`src/rtl/btn_pkg.sv`:
```
// Shared defaults for the push-button input path (25 MHz system clock)
// and the counter-width helper used by the debounce cells.
package btn_pkg;

  localparam int DEF_NUM_BTN         = 7;
  localparam int DEF_DEBOUNCE_CYCLES = 250000;    // 10 ms at 25 MHz
  localparam int DEF_REPEAT_DELAY    = 12500000;  // 500 ms at 25 MHz
  localparam int DEF_REPEAT_PERIOD   = 2500000;   // 100 ms at 25 MHz

  // Width able to hold 0..n-1, never narrower than one bit.
  function automatic int clog2_min1(input int n);
    return (n < 2) ? 1 : $clog2(n);
  endfunction

endpackage

```
`src/rtl/btn_debounce_cell.sv`:
```
// One button: 2-FF synchroniser, polarity normalisation, stable-sample counter,
// press/release pulses, and auto-repeat of press when BTN_REPEAT_EN is defined.
module btn_debounce_cell
  import btn_pkg::*;
#(
  parameter int   DEBOUNCE_CYCLES = DEF_DEBOUNCE_CYCLES,
  parameter logic ACTIVE_LOW      = 1'b0,
  parameter int   REPEAT_DELAY    = DEF_REPEAT_DELAY,
  parameter int   REPEAT_PERIOD   = DEF_REPEAT_PERIOD
) (
  input  logic clk,
  input  logic reset,
  input  logic pin,
  output logic level_o,
  output logic level_nxt_o,
  output logic press_o,
  output logic release_o
);

  localparam int              CNT_W    = clog2_min1(DEBOUNCE_CYCLES);
  localparam logic [CNT_W-1:0] CNT_LAST = CNT_W'(DEBOUNCE_CYCLES - 1);

  if (DEBOUNCE_CYCLES < 2 || REPEAT_PERIOD < 1 || REPEAT_PERIOD > REPEAT_DELAY) begin : g_param_check
    $error("btn_debounce_cell: invalid timing parameters");
  end

  logic             sync1_q, sync1_d;
  logic             sync2_q, sync2_d;
  logic             level_q, level_d;
  logic             press_q, press_d;
  logic             rel_q, rel_d;
  logic [CNT_W-1:0] cnt_q, cnt_d;
  logic             s;
  logic             commit;
  logic             rep_fire;

  always_comb begin
    sync1_d = pin;
    sync2_d = sync1_q;
    s       = sync2_q ^ ACTIVE_LOW;
    cnt_d   = cnt_q;
    level_d = level_q;
    commit  = 1'b0;
    if (s == level_q) begin
      cnt_d = '0;
    end else if (cnt_q == CNT_LAST) begin
      commit  = 1'b1;
      level_d = s;
      cnt_d   = '0;
    end else begin
      cnt_d = cnt_q + 1'b1;
    end
    press_d = (commit & s) | rep_fire;
    rel_d   = commit & ~s;
  end

`ifdef BTN_REPEAT_EN
  localparam int               REP_W     = clog2_min1(REPEAT_DELAY);
  localparam logic [REP_W-1:0] REP_FIRST = REP_W'(REPEAT_DELAY - 1);
  localparam logic [REP_W-1:0] REP_NEXT  = REP_W'(REPEAT_PERIOD - 1);

  logic [REP_W-1:0] rep_cnt_q, rep_cnt_d;
  logic             rep_first_q, rep_first_d;

  // A level change always restarts the repeat timer and wins over a due repeat,
  // so a repeat press can never coincide with a release pulse.
  always_comb begin
    rep_cnt_d   = rep_cnt_q;
    rep_first_d = rep_first_q;
    rep_fire    = 1'b0;
    if (commit) begin
      rep_cnt_d   = '0;
      rep_first_d = 1'b1;
    end else if (level_q) begin
      if (rep_cnt_q == (rep_first_q ? REP_FIRST : REP_NEXT)) begin
        rep_fire    = 1'b1;
        rep_cnt_d   = '0;
        rep_first_d = 1'b0;
      end else begin
        rep_cnt_d = rep_cnt_q + 1'b1;
      end
    end
  end
`else
  assign rep_fire = 1'b0;
`endif

  always_ff @(posedge clk) begin
    if (reset) begin
      // Synchroniser resets to the idle pin level so an active-low pin does not
      // look like a fresh press the moment reset is released.
      sync1_q <= ACTIVE_LOW;
      sync2_q <= ACTIVE_LOW;
      level_q <= 1'b0;
      press_q <= 1'b0;
      rel_q   <= 1'b0;
      cnt_q   <= '0;
`ifdef BTN_REPEAT_EN
      rep_cnt_q   <= '0;
      rep_first_q <= 1'b1;
`endif
    end else begin
      sync1_q <= sync1_d;
      sync2_q <= sync2_d;
      level_q <= level_d;
      press_q <= press_d;
      rel_q   <= rel_d;
      cnt_q   <= cnt_d;
`ifdef BTN_REPEAT_EN
      rep_cnt_q   <= rep_cnt_d;
      rep_first_q <= rep_first_d;
`endif
    end
  end

  assign level_o     = level_q;
  assign level_nxt_o = reset ? 1'b0 : level_d;
  assign press_o     = press_q;
  assign release_o   = rel_q;

endmodule

```
`src/rtl/button_debouncer.sv`:
```
// Conditions NUM_BTN raw button pins into debounced levels and press/release pulses.
// Auto-repeat of press pulses is built only when BTN_REPEAT_EN is defined.
module button_debouncer
  import btn_pkg::*;
#(
  parameter int                 NUM_BTN         = DEF_NUM_BTN,
  parameter int                 DEBOUNCE_CYCLES = DEF_DEBOUNCE_CYCLES,
  parameter logic [NUM_BTN-1:0] ACTIVE_LOW_MASK = {{(NUM_BTN-1){1'b0}}, 1'b1},
  parameter int                 REPEAT_DELAY    = DEF_REPEAT_DELAY,
  parameter int                 REPEAT_PERIOD   = DEF_REPEAT_PERIOD
) (
  input  logic               clk,
  input  logic               reset,
  input  logic [NUM_BTN-1:0] io_btn,
  output logic [NUM_BTN-1:0] io_level,
  output logic [NUM_BTN-1:0] io_press,
  output logic [NUM_BTN-1:0] io_release,
  output logic               io_any
);

  logic [NUM_BTN-1:0] level_nxt;
  logic               any_q, any_d;

  genvar gi;
  generate
    for (gi = 0; gi < NUM_BTN; gi++) begin : g_cell
      btn_debounce_cell #(
        .DEBOUNCE_CYCLES (DEBOUNCE_CYCLES),
        .ACTIVE_LOW      (ACTIVE_LOW_MASK[gi]),
        .REPEAT_DELAY    (REPEAT_DELAY),
        .REPEAT_PERIOD   (REPEAT_PERIOD)
      ) u_cell (
        .clk         (clk),
        .reset       (reset),
        .pin         (io_btn[gi]),
        .level_o     (io_level[gi]),
        .level_nxt_o (level_nxt[gi]),
        .press_o     (io_press[gi]),
        .release_o   (io_release[gi])
      );
    end
  endgenerate

  // Built from the cells' next levels so io_any moves in the same cycle as io_level.
  always_comb begin
    any_d = |level_nxt;
  end

  always_ff @(posedge clk) begin
    if (reset) begin
      any_q <= 1'b0;
    end else begin
      any_q <= any_d;
    end
  end

  assign io_any = any_q;

endmodule
```
`config.mk`:
```
export PLATFORM = sky130hd
export DESIGN_NAME = button_debouncer
export DESIGN_NICKNAME = d
export VERILOG_FILES = /design/src/rtl/btn_pkg.sv /design/src/rtl/btn_debounce_cell.sv /design/src/rtl/button_debouncer.sv
export SDC_FILE = /design/constraint.sdc
export NUM_CORES = 1
export LEC_CHECK = 0
export ABC_AREA = 0
export BUFFER_PORTS_ARGS = -buffer_cell sky130_fd_sc_hd__buf_2
export CORE_ASPECT_RATIO = 1.75
export CORE_MARGIN = 2
export CORE_UTILIZATION = 50
export CTS_BUF_LIST = sky130_fd_sc_hd__clkbuf_4
export DETAILED_ROUTE_END_ITERATION = 6
export PLACE_DENSITY = 0.7
export SLEW_MARGIN = 20
export SYNTH_ARGS = -nofsm -noshare
export SYNTH_HDL_FRONTEND = slang
export SYNTH_SLANG_ARGS = --single-unit
export TNS_END_PERCENT = 20
```
`constraint.sdc`:
```
create_clock -name clk -period 2.4 [get_ports clk]
set_clock_uncertainty 0.05 [all_clocks]
set_input_delay 0.36 -clock clk [delete_from_list [all_inputs] [get_ports clk]]
set_output_delay 0.36 -clock clk [all_outputs]
set_load 0.05 [all_outputs]
```
Word-level counts from Yosys, hierarchy flattened
Index checks and enable logic that the tools add are counted.

cells by class
  add/sub/neg operators = 7
  multipliers = 0
  div/mod/pow operators = 0
  magnitude comparators = 0
  eq/ne operators = 14
  shifts and indexed selects = 0
  muxes and demuxes = 35
  bitwise gates (word level) = 21
  reductions and logical operators = 8

operators by type and width
  cell                                                              count
  18-bit by 1-bit adder with 18-bit output (second input constant)  7
  18-bit == test (second input constant)                            7
  1-bit two-way mux                                                 35
  3-bit OR reduction                                                7
  1-bit bitwise AND                                                 14
  1-bit == test                                                     7
  1-bit inverter                                                    7
  7-bit OR reduction                                                1

word-level totals
  register bits after elaboration = 162
  bits in latches = 0
  RAM bits = 0
  ROM bits = 0
  bits of input ports = 9
  output and inout bits = 22
  logic and storage cells = 128
  memories = 0

Depth between registers and ports, before layout
Gate-level depths: netlist (run 1).

  word-level depth = 5
  depth in mapped cells = 8

Modules after synthesis
From an unflattened synthesis (run 1), not the netlist that was laid out.

second synthesis, totals
  cell total of the unflattened synthesis = 829
  area total of the unflattened synthesis = 7191.9 um^2

modules (own cells, without submodules)
  module                                     times used  cells each  area each (um^2)
  btn_debounce_cell at g_cell[1].u_cell ...  6           118         1022.2
  btn_debounce_cell at g_cell[0].u_cell      1           117         1016.0
  button_debouncer                           1           4           42.5

Worst setup path after synthesis (run 1)
No wires, ideal clock.

  kind = register to register
  start point = register g_cell[6].u_cell.cnt_q[0]
  end point = register g_cell[6].u_cell.cnt_q[10]
  library setup time = 0.117 ns
  arrival = 1.638 ns
  data required time = 2.233 ns
  path slack = 0.595 ns
  stages on the path, launching flop included = 9
  path buffers = 1
  period minus slack after synthesis = 1.805 ns
  cell sequence = dfxtp_1 ha_1 and3_1 nand2_1 nor4_1 nand4_1 nand2_1 buf_2 nor2_1

on the way
  word-level cells in the longest chain between the ends = 2

RTL lines
  what                                                                              RTL line                  text
  start: declaration                                                                btn_debounce_cell.sv:32   logic [CNT_W-1:0] cnt_q, cnt_d;
  start signal: assignment                                                          btn_debounce_cell.sv:108  cnt_q <= cnt_d;
  branches (longest 2 deep; another with 18-bit by 1-bit adder with 18-bit output)  --

Several ways; the timed one is not identified.
A chain may end at the register's enable or synchronous reset.

Worst setup path in the final report (run 1)
  start point = register g_cell[6].u_cell.cnt_q[0]
  end point = register g_cell[6].u_cell.cnt_q[11]

Same word-level chain as after synthesis.

==> results of run 1 <==
-- final timing paths --
| check | start | to | slack (ns) | cells past startpoint |
|---|---|---|---|---|
| worst max-delay path | g_cell[6].u_cell.cnt_q[0] | g_cell[6].u_cell.cnt_q[11] | 0.28 | 7 |
| worst min-delay path | reset | g_cell[4].u_cell.level_o | 0.22 | 2 |
| worst max register to register | g_cell[6].u_cell.cnt_q[0] | g_cell[6].u_cell.cnt_q[11] | 0.28 | 7 |
| worst min register to register | g_cell[0].u_cell.sync1_q | g_cell[0].u_cell.sync2_q | 0.38 | 1 |
-- cells in the final DEF, fill, tap and decap left out, types with 10 or more instances in the layout --
master and count:
xnor2_1 55, nand2b_1 13, clkbuf_4 18, buf_2 30, nand2_1 52, nor2_1 147, and3_1 32, dfxtp_1 162
a21oi_1 11, nand3_1 40, nor3_1 24, xor2_1 53, nor2b_1 13, inv_1 10, nand4_1 24
-- final cells by class --
cell class | count | share of cell area [%]
multi-input cells | 528 | 43.44
clock buffers | 18 | 1.886
diodes | 1 | 0.03492
flip-flops and latches | 162 | 45.26
well taps | 171 | 2.986
repair buffers | 39 | 3.283
clock inverters | 13 | 2.584
inverters | 10 | 0.5238
-- cell families (layout without fill, tap and decap cells) --
group	after synthesis	in the layout
simple gates	387	387
xor+xnor	108	108
other cells	0	1
flops	162	162
buf+inv	47	80
compound gates	19	19
mux	7	7
fa+ha+maj	7	7
-- critical path, stage by stage (launching register included) --
cell,delay (ns)
dfxtp_1,0.40
ha_1,0.19
and3_1,0.24
nand2_1,0.07
nor4_1,0.18
nand4_1,0.26
nand2_1,0.50
nor2_1,0.11
-- sequential cells by signal, indices dropped and copies added (netlist names) --
name / flops
g_cell.u_cell.press_o: 7
g_cell.u_cell.s: 6
io_any: 1
g_cell.u_cell.release_o: 7
g_cell.u_cell.sync2_q: 1
g_cell.u_cell.cnt_q: 126
g_cell.u_cell.sync1_q: 7
g_cell.u_cell.level_o: 7
-- power groups by stage --
stage               sequential [mW]  clock, mW  combinational (mW)
finish                         2.71       1.74              0.0610
global route                   2.72       1.92              0.0689
CTS                            2.71       1.80              0.0620
detailed placement             2.77          0              0.0532
global placement               2.77          0              0.0514
floorplan                      2.77          0              0.0383
-- metal layers --
layer,vias up,wire length [um],global-route usage [%]
met4,0,247,6.638
met3,22,348,4.429
met1,2316,4793,18.43
li1,2489,-,-
met2,73,6553,33.69
met5,-,0,0
-- synth_stat cells (6+ instances only) --
cell type  number  area share, %
nand2_1        52            2.9
nand3_1        40            3.0
nor2_1        147            8.3
xnor2_1        55            7.3
or3_1           9           0.85
clkbuf_1        8           0.45
nand4_1        24            2.3
ha_1            7            1.3
and3_1         32            3.0
o21ai_0         6           0.45
a21oi_1        11           0.83
nor3_1         24            1.8
nor4b_1         6           0.79
mux2i_1         7            1.1
inv_1          10           0.57
buf_2           7           0.53
dfxtp_1       162             49
nor2b_1        13            1.2
nand2b_1       13            1.2
buf_4          22            2.5
xor2_1         53            7.0
-- metrics by stage --
| step | instance area [sq um] | power [mW] | util [%] | worst slack, ns | hold WS, ns |
|---|---|---|---|---|---|
| finish | 7166 | 4.514 | 55.39 | 0.2773 | 0.2246 |
| global route | 7166 | 4.706 | 55.39 | 0.06722 | 0.1907 |
| CTS | 7163 | 4.576 | 55.37 | 0.2532 | 0.1706 |
| detailed placement | 6773 | 2.825 | 52.35 | 0.2719 | 0.3513 |
| global placement | 6773 | 2.822 | 52.35 | 0.3813 | 0.3451 |
| floorplan | 6624 | 2.807 | - | 0.5951 | 0.3395 |
-- repair_timing --
action                                 in CTS  in global routing
hold buffers                                7                  0
setup buffers                               0                  0
endpoints found under the hold margin       7                  0
==> flow_metrics.py, run 1 <==
metrics = {
    "run_status": {
        "status": "complete, no violations",
    },
    "critical_path": {
        "path_class": "reg2reg",
        "arrival_ns": 2.47,
        "cp_max_fo": 17,
        "cp-start-kind": "flip-flop",
        "critPathRequiredTime_ns": 2.75,
        "end_kind": "flip-flop",
    },
    "logic_synthesis": {
        "synth_compound_area_share_pct": 1.492,
        "yosys_warnings": 0,
        "synth_xor_area_share_pct": 14.28,
        "synth_top_flop_cell": "dfxtp_1",
        "synth_simple_gate_area_share_pct": 28.84,
        "yosys.area_share.adder_pct": 1.322,
        "synth_top_family_by_area": "simple AND/OR/NAND/NOR gates",
        "avgSynthCellArea_sq_um": 8.988,
        "synth_mux_area_share_pct": 1.058,
        "synth_edf_count": 0,
        "seq_area_frac_synth_pct": 48.96,
        "ys_ff_latch": 162,
        "synthArstFlopShare_pct": 0,
        "syn-cell-area_sq_mm": 0.006624,
        "synth.net_count": 753,
        "synthCells": 737,
        "synth_cell_type_count": 35,
    },
    "cells_and_area": {
        "syn2layout_area_growth_pct": 8.179,
        "drive_above_1_share_pct": 8.701,
        "multi_input_area_sq_mm": 0.003113,
        "nFillCells": 1225,
        "finalNetCount": 774,
        "final_cells": 942,
        "seqCellArea_sq_mm": 0.003243,
    },
    "sta": {
        "slew_violations": 0,
        "worst_pin_slew_ns": 0.6125,
        "fmax_mhz": 471.1,
        "slew_headroom_pct": 59.17,
        "min_period_ns": 2.123,
        "setup_violations": 0,
        "period_share_pct": 88.45,
        "hold_viol": 0,
        "grt_setup_unrepaired": "no",
        "fin_tns_setup_ns": 0,
    },
    "placement": {
        "gp_congestion": 0.7872,
        "io_buffers": 30,
        "place_inst": 903,
        "hpwlAfterDp_um": 8844,
    },
    "clock_network": {
        "clock_path_buffers": 2,
        "clock_latency_ns": 0.52,
        "cts.clk_slew.worst_paths_ns": 0.13,
        "cts.repair.resized": 0,
        "clockRootBuffer": "clkbuf_4",
        "h-tree-depth": 4,
        "cts_sinks": 162,
        "cts_buffers": 17,
        "cts_tree": "done",
    },
    "power_and_ir_drop": {
        "p_leak_nw": 2.460,
        "p_comb_share_pct": 1.4,
        "swShare_pct": 21.05,
        "clockPowerShare_pct": 38.6,
        "sequentialPowerShare_pct": 60.1,
        "intPower_mw": 3.564,
        "ir_drop_uv": 493.4,
        "power_density_mw_per_mm2": 629.9,
        "switching_power_mw": 0.9500,
    },
    "drt": {
        "vias_per_cell": 5.202,
        "drc": 0,
        "drt_iter0_markers": 166,
        "dr.pass1.iters": 4,
        "final_antenna_net_count": 0,
        "wl_per_cell_um": 12.68,
        "vias": 4900,
        "drt_wl_total_um": 11940,
    },
    "die": {
        "ios": 31,
        "core_sq_mm": 0.01294,
        "die_y_um": 156.3,
        "rows": 55,
        "start_util_pct": 51.20,
        "dieArea_sq_mm": 0.01422,
        "die_w_um": 91.01,
    },
    "global_routing": {
        "grt_util_all_layers_pct": 17.69,
        "antenna_found_initial": 1,
        "grt_overflow": 0,
        "grt_pass1_vias": 4785,
        "grt_max_degree": 29,
        "grt_pass1_wl_um": 20710,
    },
    "run": {
        "cap_viol_max_count": 0,
    },
    "worst_hold_path": {
        "hold_class": "in2reg",
    },
}
Note: power is estimated with default switching activity, not from simulation.
==> inputs of run 2 (changes only) <==
Clock period 2.4 ns to 2.7 ns, I/O delays scaled along.
==> run 2 against run 1 <==
Sequential power decreased by 11%. Clock power decreased by 21%. Via count decreased by 0.24%. Fmax decreased by 0.26%. Global-route usage increased by 0.40 points. Critical path depth unchanged. Register-to-register slack improved by 0.29 ns. Non-clock buffer count decreased by 1. Worst setup slack improved by 0.29 ns. First-iteration DRC count decreased by 24%. Sequential share of layout area increased by 0.33 points. Highest routed layer unchanged.
==> flow_metrics.py, run 2 (same netlist as run 1, synthesis figures left out) <==
metrics = {
    "critical_path": {
        "path_cells": "ha_1, and3_1, nand2_1, nor4_1, nand4_1, nand2_1, nor2_1",
        "end_kind": "flip-flop",
        "cpMostUsedCell": "nand2_1",
        "path_class": "reg2reg",
        "cp-start-kind": "flip-flop",
        "critPathRequiredTime_ns": 3.06,
        "cp_slowest_stage_delay_ns": 0.50,
        "cp_slowest_cell": "nand2_1",
        "arrival_ns": 2.49,
        "cp_max_fo": 17,
    },
    "run_status": {
        "status": "complete, no violations",
    },
    "cells_and_area": {
        "multi_input_area_sq_mm": 0.003113,
        "largest_register_ffs": 126,
        "top_register": "g_cell.u_cell.cnt_q",
        "final_common_cell": "dfxtp_1",
        "finalNetCount": 773,
        "drive_above_1_share_pct": 8.312,
        "most-common-layout-cells": "162 x dfxtp_1, 147 x nor2_1, 55 x xnor2_1",
        "syn2layout_area_growth_pct": 7.386,
        "nFillCells": 1251,
        "seqCellArea_sq_mm": 0.003243,
    },
    "drt": {
        "vias_per_cell": 5.189,
        "drt_iter0_markers": 126,
        "vias": 4888,
        "drt_wl_total_um": 12150,
        "highest_layer": "met4",
        "drc": 0,
        "dr_wl_met3_um": 331,
        "wl_met2_um": 6613,
        "dr.pass1.iters": 4,
        "wl_per_cell_um": 12.89,
        "wl_met1_um": 4904,
        "final_antenna_net_count": 0,
    },
    "power_and_ir_drop": {
        "p_leak_nw": 2.409,
        "p_total_mw": 3.841,
        "ir_drop_uv": 396.8,
        "power_density_mw_per_mm2": 539.9,
    },
    "die": {
        "die_w_um": 91.01,
        "ios": 31,
        "core_sq_mm": 0.01294,
        "rows": 55,
        "die_y_um": 156.3,
        "dieArea_sq_mm": 0.01422,
        "start_util_pct": 51.20,
    },
    "sta": {
        "timing.hold.ws_ns": 0.2570,
        "min_period_ns": 2.128,
        "slew_violations": 0,
        "fin_tns_setup_ns": 0,
        "fmax_mhz": 469.9,
        "worst_pin_slew_ns": 0.6057,
        "setup_violations": 0,
        "hold_viol": 0,
        "slew_headroom_pct": 59.31,
        "grt_setup_unrepaired": "no",
        "period_share_pct": 78.82,
    },
    "clock_network": {
        "h-tree-depth": 4,
        "cts_sinks": 162,
        "cts.repair.resized": 0,
        "clock_latency_ns": 0.55,
        "clockRootBuffer": "clkbuf_4",
        "cts_tree": "done",
        "cts.clk_slew.worst_paths_ns": 0.13,
        "clock_path_buffers": 2,
        "cts_buffers": 17,
    },
    "global_routing": {
        "grt_overflow": 0,
        "grt_pass1_vias": 4989,
        "antenna_found_initial": 1,
        "grt_max_degree": 29,
        "grt_util_all_layers_pct": 18.09,
        "grt_pass1_wl_um": 21260,
    },
    "run": {
        "cap_viol_max_count": 0,
    },
    "placement": {
        "gp_congestion": 0.8226,
        "hpwlAfterDp_um": 8695,
        "io_buffers": 30,
    },
    "worst_hold_path": {
        "hold_class": "in2reg",
    },
}
## run 2: cell types whose count changed in the layout (fill, tap and decap cells not counted), sizes merged
cell	change
clkinvlp	+6
clkinv	-3
bufinv	-2
buf	-1
## run 2: metal layers
layer | up-vias | GRT usage [%]
met2 | 72 | 34.43
met4 | 0 | 8.802
met1 | 2315 | 18.25
met5 | - | 0
met3 | 27 | 4.141
li1 | 2474 | -
## run 2: per-stage QoR
step	util, %	cells	area (sq um)	worst slack (ns)
3_3_place_gp	52.29	902	6765	0.6788
5_1_grt	54.98	942	7113	0.3137
6_report	54.98	942	7113	0.5718
2_1_floorplan	-	737	6624	0.8951
3_5_place_dp	52.29	902	6765	0.5963
4_1_cts	54.88	940	7101	0.5808
## run 2: cell type report
class                   instances  share of cell area (%)
flip-flops and latches        162                   45.59
diodes                          1                 0.03518
multi-input cells             528                   43.76
clock inverters                14                   1.970
repair buffers                 38                   3.201
clock buffers                  18                   1.900
inverters                      10                  0.5277
well taps                     171                   3.008
## run 2: power by group
group | leakage (nW) | internal, mW | switching (mW)
sequential | 1.31 | 2.40 | 0.00808
clock | 0.121 | 0.550 | 0.826
combinational | 0.980 | 0.0226 | 0.0312
total | 2.41 | 2.97 | 0.866
## run 2: worst max-delay path: cells and delay by family, from the launching register on
kind / cells / cell delay, ns
AND/OR/NAND/NOR: 6 / 1.36
flip-flops: 1 / 0.39
adder cells (fa/ha/maj): 1 / 0.20
## run 2: timing repair
item | CTS | global route
buffers inserted | 0 | 0
endpoints found under the hold margin | 6 | 1
hold buffers | 6 | 1
## run 2: worst paths after layout
path	startpoint	to	slack (ns)	depth (start not counted)
worst max register to register	g_cell[6].u_cell.cnt_q[0]	g_cell[6].u_cell.cnt_q[6]	0.57	7
worst min-delay path	reset	g_cell[6].u_cell.level_o	0.26	2
worst min register to register	g_cell[0].u_cell.sync1_q	g_cell[0].u_cell.sync2_q	0.38	1
worst max-delay path	g_cell[6].u_cell.cnt_q[0]	g_cell[6].u_cell.cnt_q[6]	0.57	7
